File: src/rtl/adc_dac_pkg.sv
// Shared definitions for the ADC/DSP/DAC channel router: DAC source encodings,
// the shift-select width and the saturating left-shift helper.
package adc_dac_pkg;

  localparam int unsigned SHIFT_W = 3;

  localparam logic [1:0] SRC_ADC  = 2'd0;
  localparam logic [1:0] SRC_DSP  = 2'd1;
  localparam logic [1:0] SRC_HOST = 2'd2;
  localparam logic [1:0] SRC_RAMP = 2'd3;

  // Left-shift a sign-extended sample and clamp it to a signed w-bit range.
  function automatic logic [31:0] sat_shift(input logic [31:0] x,
                                            input logic [SHIFT_W-1:0] sh,
                                            input int unsigned w);
    logic signed [39:0] wide;
    logic signed [39:0] maxv;
    logic signed [39:0] minv;
    wide = $signed({{8{x[31]}}, x}) <<< sh;
    maxv = (40'sd1 <<< (w - 1)) - 40'sd1;
    minv = -(40'sd1 <<< (w - 1));
    if (wide > maxv) begin
      return maxv[31:0];
    end else if (wide < minv) begin
      return minv[31:0];
    end
    return wide[31:0];
  endfunction

endpackage

File: src/rtl/adc_dac_chan.sv
// One router channel: ADC offset-binary conversion, DSP zero-order hold,
// decimated valid/ready hold register with overrun, and the two-stage DAC path.
module adc_dac_chan
  import adc_dac_pkg::*;
#(
  parameter int unsigned ADC_W = 12,
  parameter int unsigned DAC_W = 14,
  parameter int unsigned DSP_W = 16
) (
  input  logic               sys_clk,
  input  logic               rst,
  input  logic [ADC_W-1:0]   adc_data,
  output logic [DSP_W-1:0]   dsp_in,
  input  logic [DSP_W-1:0]   dsp_out,
  input  logic               dsp_ce,
  output logic [DSP_W-1:0]   dec_data,
  output logic               dec_valid,
  input  logic               dec_ready,
  output logic               overrun,
  input  logic               overrun_clr,
  input  logic [DSP_W-1:0]   host_data,
  input  logic [1:0]         ch_src,
  input  logic [SHIFT_W-1:0] ch_shift,
  input  logic [DSP_W-1:0]   ramp,
  output logic [DAC_W-1:0]   dac_data
);

  localparam logic [DAC_W-1:0] MID = DAC_W'(1) << (DAC_W - 1);

  logic [DSP_W-1:0] dsp_in_q, dsp_in_d;
  logic [DSP_W-1:0] hold_q, hold_d;
  logic [DSP_W-1:0] dec_data_q, dec_data_d;
  logic             dec_valid_q, dec_valid_d;
  logic             ovr_q, ovr_d;
  logic [DSP_W-1:0] s_q, s_d;
  logic [DAC_W-1:0] dac_q, dac_d;
  logic signed [ADC_W-1:0] tc;
  logic [DSP_W-1:0] sel;

  always_ff @(posedge sys_clk or posedge rst) begin
    if (rst) begin
      dsp_in_q    <= '0;
      hold_q      <= '0;
      dec_data_q  <= '0;
      dec_valid_q <= 1'b0;
      ovr_q       <= 1'b0;
      s_q         <= '0;
      dac_q       <= MID;
    end else begin
      dsp_in_q    <= dsp_in_d;
      hold_q      <= hold_d;
      dec_data_q  <= dec_data_d;
      dec_valid_q <= dec_valid_d;
      ovr_q       <= ovr_d;
      s_q         <= s_d;
      dac_q       <= dac_d;
    end
  end

  always_comb begin
    tc          = {~adc_data[ADC_W-1], adc_data[ADC_W-2:0]};
    dsp_in_d    = DSP_W'(tc);
    hold_d      = hold_q;
    dec_data_d  = dec_data_q;
    dec_valid_d = dec_valid_q;
    ovr_d       = ovr_q;
    sel         = '0;

    if (dsp_ce) begin
      hold_d = dsp_out;
    end

    // Clear first so a same-cycle overrun set wins.
    if (overrun_clr) begin
      ovr_d = 1'b0;
    end
    if (dec_valid_q && dec_ready) begin
      dec_valid_d = 1'b0;
    end
    if (dsp_ce) begin
      dec_data_d  = dsp_out;
      dec_valid_d = 1'b1;
      if (dec_valid_q && !dec_ready) begin
        ovr_d = 1'b1;
      end
    end

    case (ch_src)
      SRC_ADC:  sel = DSP_W'(dsp_in_q << (DSP_W - ADC_W));
      SRC_DSP:  sel = hold_q;
      SRC_HOST: sel = host_data;
      SRC_RAMP: sel = ramp;
      default:  sel = '0;
    endcase

    s_d   = DSP_W'(sat_shift(32'(signed'(sel)), ch_shift, DSP_W));
    dac_d = s_q[DSP_W-1 -: DAC_W] ^ MID;
  end

  assign dsp_in    = dsp_in_q;
  assign dec_data  = dec_data_q;
  assign dec_valid = dec_valid_q;
  assign overrun   = ovr_q;
  assign dac_data  = dac_q;

endmodule

File: src/rtl/adc_dac_chan_router.sv
// N-channel ADC/DSP/DAC router top: shared test ramp and per-channel instances.
// Optional feature macro: ADC_DAC_RAMP_EN (ramp counter present when defined).
module adc_dac_chan_router
  import adc_dac_pkg::*;
#(
  parameter int unsigned NCH       = 2,
  parameter int unsigned ADC_W     = 12,
  parameter int unsigned DAC_W     = 14,
  parameter int unsigned DSP_W     = 16,
  parameter int unsigned RAMP_STEP = 4
) (
  input  logic                   sys_clk,
  input  logic                   rst,
  input  logic [NCH*ADC_W-1:0]   adc_data,
  output logic [NCH*DSP_W-1:0]   dsp_in,
  input  logic [NCH*DSP_W-1:0]   dsp_out,
  input  logic [NCH-1:0]         dsp_ce,
  output logic [NCH*DSP_W-1:0]   dec_data,
  output logic [NCH-1:0]         dec_valid,
  input  logic [NCH-1:0]         dec_ready,
  output logic [NCH-1:0]         overrun,
  input  logic                   overrun_clr,
  input  logic [NCH*DSP_W-1:0]   host_data,
  input  logic [NCH*2-1:0]       ch_src,
  input  logic [NCH*SHIFT_W-1:0] ch_shift,
  output logic [NCH*DAC_W-1:0]   dac_data
);

  logic [DSP_W-1:0] ramp_w;

`ifdef ADC_DAC_RAMP_EN
  logic [DSP_W-1:0] ramp_q, ramp_d;

  always_ff @(posedge sys_clk or posedge rst) begin
    if (rst) begin
      ramp_q <= '0;
    end else begin
      ramp_q <= ramp_d;
    end
  end

  always_comb begin
    ramp_d = ramp_q + DSP_W'(RAMP_STEP);
  end

  assign ramp_w = ramp_q;
`else
  // No counter: source 3 reads zero, i.e. a midscale DAC word.
  assign ramp_w = DSP_W'(RAMP_STEP) & DSP_W'(0);
`endif

  for (genvar c = 0; c < NCH; c++) begin : g_ch
    adc_dac_chan #(
      .ADC_W (ADC_W),
      .DAC_W (DAC_W),
      .DSP_W (DSP_W)
    ) u_chan (
      .sys_clk     (sys_clk),
      .rst         (rst),
      .adc_data    (adc_data[c*ADC_W +: ADC_W]),
      .dsp_in      (dsp_in[c*DSP_W +: DSP_W]),
      .dsp_out     (dsp_out[c*DSP_W +: DSP_W]),
      .dsp_ce      (dsp_ce[c]),
      .dec_data    (dec_data[c*DSP_W +: DSP_W]),
      .dec_valid   (dec_valid[c]),
      .dec_ready   (dec_ready[c]),
      .overrun     (overrun[c]),
      .overrun_clr (overrun_clr),
      .host_data   (host_data[c*DSP_W +: DSP_W]),
      .ch_src      (ch_src[c*2 +: 2]),
      .ch_shift    (ch_shift[c*SHIFT_W +: SHIFT_W]),
      .ramp        (ramp_w),
      .dac_data    (dac_data[c*DAC_W +: DAC_W])
    );
  end

endmodule
File: config.mk
export PLATFORM = sky130hd
export DESIGN_NAME = adc_dac_chan_router
export DESIGN_NICKNAME = d
export VERILOG_FILES = /design/src/rtl/adc_dac_pkg.sv /design/src/rtl/adc_dac_chan.sv /design/src/rtl/adc_dac_chan_router.sv
export SDC_FILE = /design/constraint.sdc
export NUM_CORES = 1
export LEC_CHECK = 0
export CAP_MARGIN = 20
export CELL_PAD_IN_SITES_DETAIL_PLACEMENT = 0
export CELL_PAD_IN_SITES_GLOBAL_PLACEMENT = 2
export CORE_MARGIN = 1.5
export CORE_UTILIZATION = 29
export CTS_BUF_LIST = sky130_fd_sc_hd__clkbuf_8
export DETAILED_ROUTE_END_ITERATION = 10
export PLACE_DENSITY_LB_ADDON = 0.1
export SYNTH_ARGS = -nofsm -noshare
export SYNTH_HDL_FRONTEND = slang
export SYNTH_SLANG_ARGS = --single-unit
File: constraint.sdc
create_clock -name sys_clk -period 4.2 [get_ports sys_clk]
set_input_delay 0.63 -clock sys_clk [delete_from_list [all_inputs] [get_ports sys_clk]]
set_output_delay 0.63 -clock sys_clk [all_outputs]
set_load 0.05 [all_outputs]
==> results.sh <==
export IMPL_status="complete, no violations"
export IMPL_yosysTopAreaCell="dfrtp_1"
export IMPL_fin_crit_sh_pct=77.1
export IMPL_skew_ps=16.4
export IMPL_vias=4526
export IMPL_final_common_cell="clkdlybuf4s50_1"
export IMPL_synth_ff_type="dfrtp_1"
export IMPL_fin_tns_setup_ps=0
export IMPL_place_congestion=0.826
export IMPL_hold_buffers=0
export IMPL_routed_wirelength_um=16600
export IMPL_synth_seq_cells=116
export IMPL_reg2reg_to="g_ch[1].u_chan.s_q[12]$_DFF_PP0_"
export IMPL_reg2reg_slack_ps=1550
export IMPL_grt_usage_pct=16.5
export IMPL_dr_pass1_iters=4
export IMPL_htreeDepth=4
export IMPL_synth_compound_area_share_pct=17.3
export IMPL_cts_path_max_buffers=2
export IMPL_synth_area_mux_share_pct=20.5
export IMPL_finalSetupViolCount=0
export IMPL_critPathLaunch="ch_src[2]"
export IMPL_drt_iter0_drc=248
export IMPL_row_count=51
export IMPL_dp_hpwl_um=12800
export IMPL_clkSlewWorstSetupHoldPaths_ps=90
export IMPL_worstSetupPathType="in -> reg"
export IMPL_powerDensity_nw_per_um2=411
export IMPL_numCtsBuffers=17
export IMPL_slew_viol_final=0
export IMPL_buffer_ports_inserted=200
export IMPL_ff2ff_path_depth=9
export IMPL_coreArea_um2=19500
export IMPL_io_pins=201
export IMPL_cts_tree="done"
export IMPL_r2r_start="g_ch[1].u_chan.dsp_in[11]$_DFF_PP0_"
export IMPL_drc=0
export IMPL_synth_simple_area_share_pct=5.96
export IMPL_min_path_type="reg -> reg"
export IMPL_drive_gt1_share_pct=15.5
export IMPL_rsz0062_at_grt="false"
export IMPL_wire_per_inst_um=17.2
export IMPL_layout_nets=793
export IMPL_vias_per_cell=4.69
export IMPL_cts_root_buf="clkbuf_8"
export IMPL_worst_slack_ps=961
export IMPL_crit_fanout=15
export IMPL_netlist_instances=503
export IMPL_synth_warnings=0
export IMPL_area_growth_pct=45.2
export IMPL_clk_latency_ps=430
export IMPL_synth_nets=608
export IMPL_synthTopCellsByArea="dfrtp_1 (50%), mux2i_1 (10%), mux2_2 (9.0%), o2bb2ai_1 (2.3%), o21ai_0 (2.1%)"
export IMPL_critPathCaptureType="flop"
export IMPL_ys_types=58
export IMPL_overflow=0
export IMPL_cts_repair_resized=0
export IMPL_ys_seq_area_share_pct=50.5
export IMPL_peakVddDrop_v=0.000176
export IMPL_fmax_mhz=309
export IMPL_die_w_um=144
export IMPL_netlist_area_leader_share_pct=49.6
export IMPL_post_route_min_period_ps=3240
export IMPL_dp_slack_ps=524
export IMPL_grt_max_degree=64
export IMPL_synthAdderAreaFrac_pct=0
export IMPL_yosys_area_share_xor_xnor_pct=0
export IMPL_synth_area_um2=5750
export IMPL_synth_top_family_by_area="multiplexers"
export IMPL_clock_sinks=116
export IMPL_grt_pass1_wl_um=25700
export IMPL_hold_violations=0
export IMPL_crit_required_ps=4540
export IMPL_die_area_um2=20700
export IMPL_fin_hold_ws_ps=334
export IMPL_cp_endpoint="g_ch[1].u_chan.s_q[12]$_DFF_PP0_"
export IMPL_drv_cap=0
export IMPL_fp_dieH_um=144
export IMPL_synthArstFlopShare_pct=100
export IMPL_tightest_slew_ps=892
export IMPL_start_util_pct=29.6
export IMPL_ant_nets=0
export IMPL_leakage_nw=3.45
export IMPL_avgSynthCellArea_um2=11.4
export IMPL_antenna_cells_inserted=0
export IMPL_relSlewSlack_pct=40.4
export IMPL_critPathLaunchType="primary input"
export IMPL_postCtsSetupRepairBufs=0
export IMPL_final_cell_mix="clkdlybuf4s50_1 (200), dfrtp_1 (114), mux2i_1 (60)"
export IMPL_synth_edf_count=0
export IMPL_antenna_found_initial=0
export IMPL_grt_pass1_vias=4593
export IMPL_arrival_ps=3580
report_power, final:
group	internal [mW]	total (mW)	switching, mW
clock	0.551	1.06	0.504
combinational	0.412	1.06	0.650
sequential	1.25	1.31	0.0620
total	2.22	3.43	1.22
layout make-up:
cell class,instances,area (um2)
clock inverters,14,154
repair buffers,213,2110
flip-flops and latches,116,2910
clock buffers,18,248
well taps,265,332
fillers,1876,11100
multi-input cells,319,2520
inverters,21,81.3
logic make-up after synthesis:
group | after synthesis
muxes | 109
buffers and inverters | 68
and+or+nand+nor | 74
DFF | 116
AOI/OAI and AO/OA | 136
how the worst min path moves through the flow:
stage / start / end / slack (ps) / cells after the start
final: g_ch[0].u_chan.s_q[10]$_DFF_PP0_ / g_ch[0].u_chan.dac_data[8]$_DFF_PP0_ / 330 / 0
after global routing: g_ch[0].u_chan.s_q[13]$_DFF_PP0_ / g_ch[0].u_chan.dac_data[11]$_DFF_PP0_ / 350 / 0
after CTS: g_ch[0].u_chan.s_q[10]$_DFF_PP0_ / g_ch[0].u_chan.dac_data[8]$_DFF_PP0_ / 340 / 0
after detailed placement: g_ch[0].u_chan.s_q[4]$_DFF_PP0_ / g_ch[0].u_chan.dac_data[2]$_DFF_PP0_ / 330 / 0
after global placement: g_ch[0].u_chan.s_q[6]$_DFF_PP0_ / g_ch[0].u_chan.dac_data[4]$_DFF_PP0_ / 330 / 0
after floorplan: g_ch[0].u_chan.s_q[2]$_DFF_PP0_ / g_ch[0].u_chan.dac_data[0]$_DFF_PP0_ / 330 / 0
state kept, by name (all words and copies together), names as in the netlist:
register / cells
g_ch.u_chan.hold_q: 32
g_ch.u_chan.dac_data: 28
g_ch.u_chan.s_q: 28
g_ch.u_chan.dsp_in: 24
g_ch.u_chan.dec_valid: 2
g_ch.u_chan.overrun: 2
critical path, stage by stage:
cell and delay [ps]:
clkdlybuf4s50_1 470, and2b_1 570, o2bb2ai_1 360, mux2i_1 190
mux2_2 320, o41ai_1 470, a21oi_1 330, o21bai_1 230
layer usage:
metal / part of all wire, % / vias to the layer above / GRT usage, % / wire length [um]
met5: 0 / - / 0 / 0
li1: - / 2199 / - / -
met3: 7.6 / 11 / 5.66 / 1270
met2: 44 / 138 / 23.6 / 7360
met4: 1.0 / 0 / 5.69 / 173
met1: 47 / 2178 / 23.0 / 7770
Yosys cell counts (all sizes together), types with 6 or more instances:
cell type	count
mux2i	60
o2bb2ai	15
o21ai	25
clkbuf	21
nand2	26
o21a	6
o211ai	6
o21bai	11
mux2	47
inv	19
a21oi	23
buf	26
nor2	22
o22ai	6
a31oi	9
dfrtp	114
stage by stage:
step	util [%]	area [um2]	std cells	total power, mW
after global placement	40.8	7950	934	2.40
after floorplan	-	5750	503	2.01
final	42.9	8350	966	3.43
after detailed placement	40.8	7950	934	2.41
after CTS	42.9	8350	966	3.49
after global routing	42.9	8350	966	3.62
(Power assumes the default switching activity.)
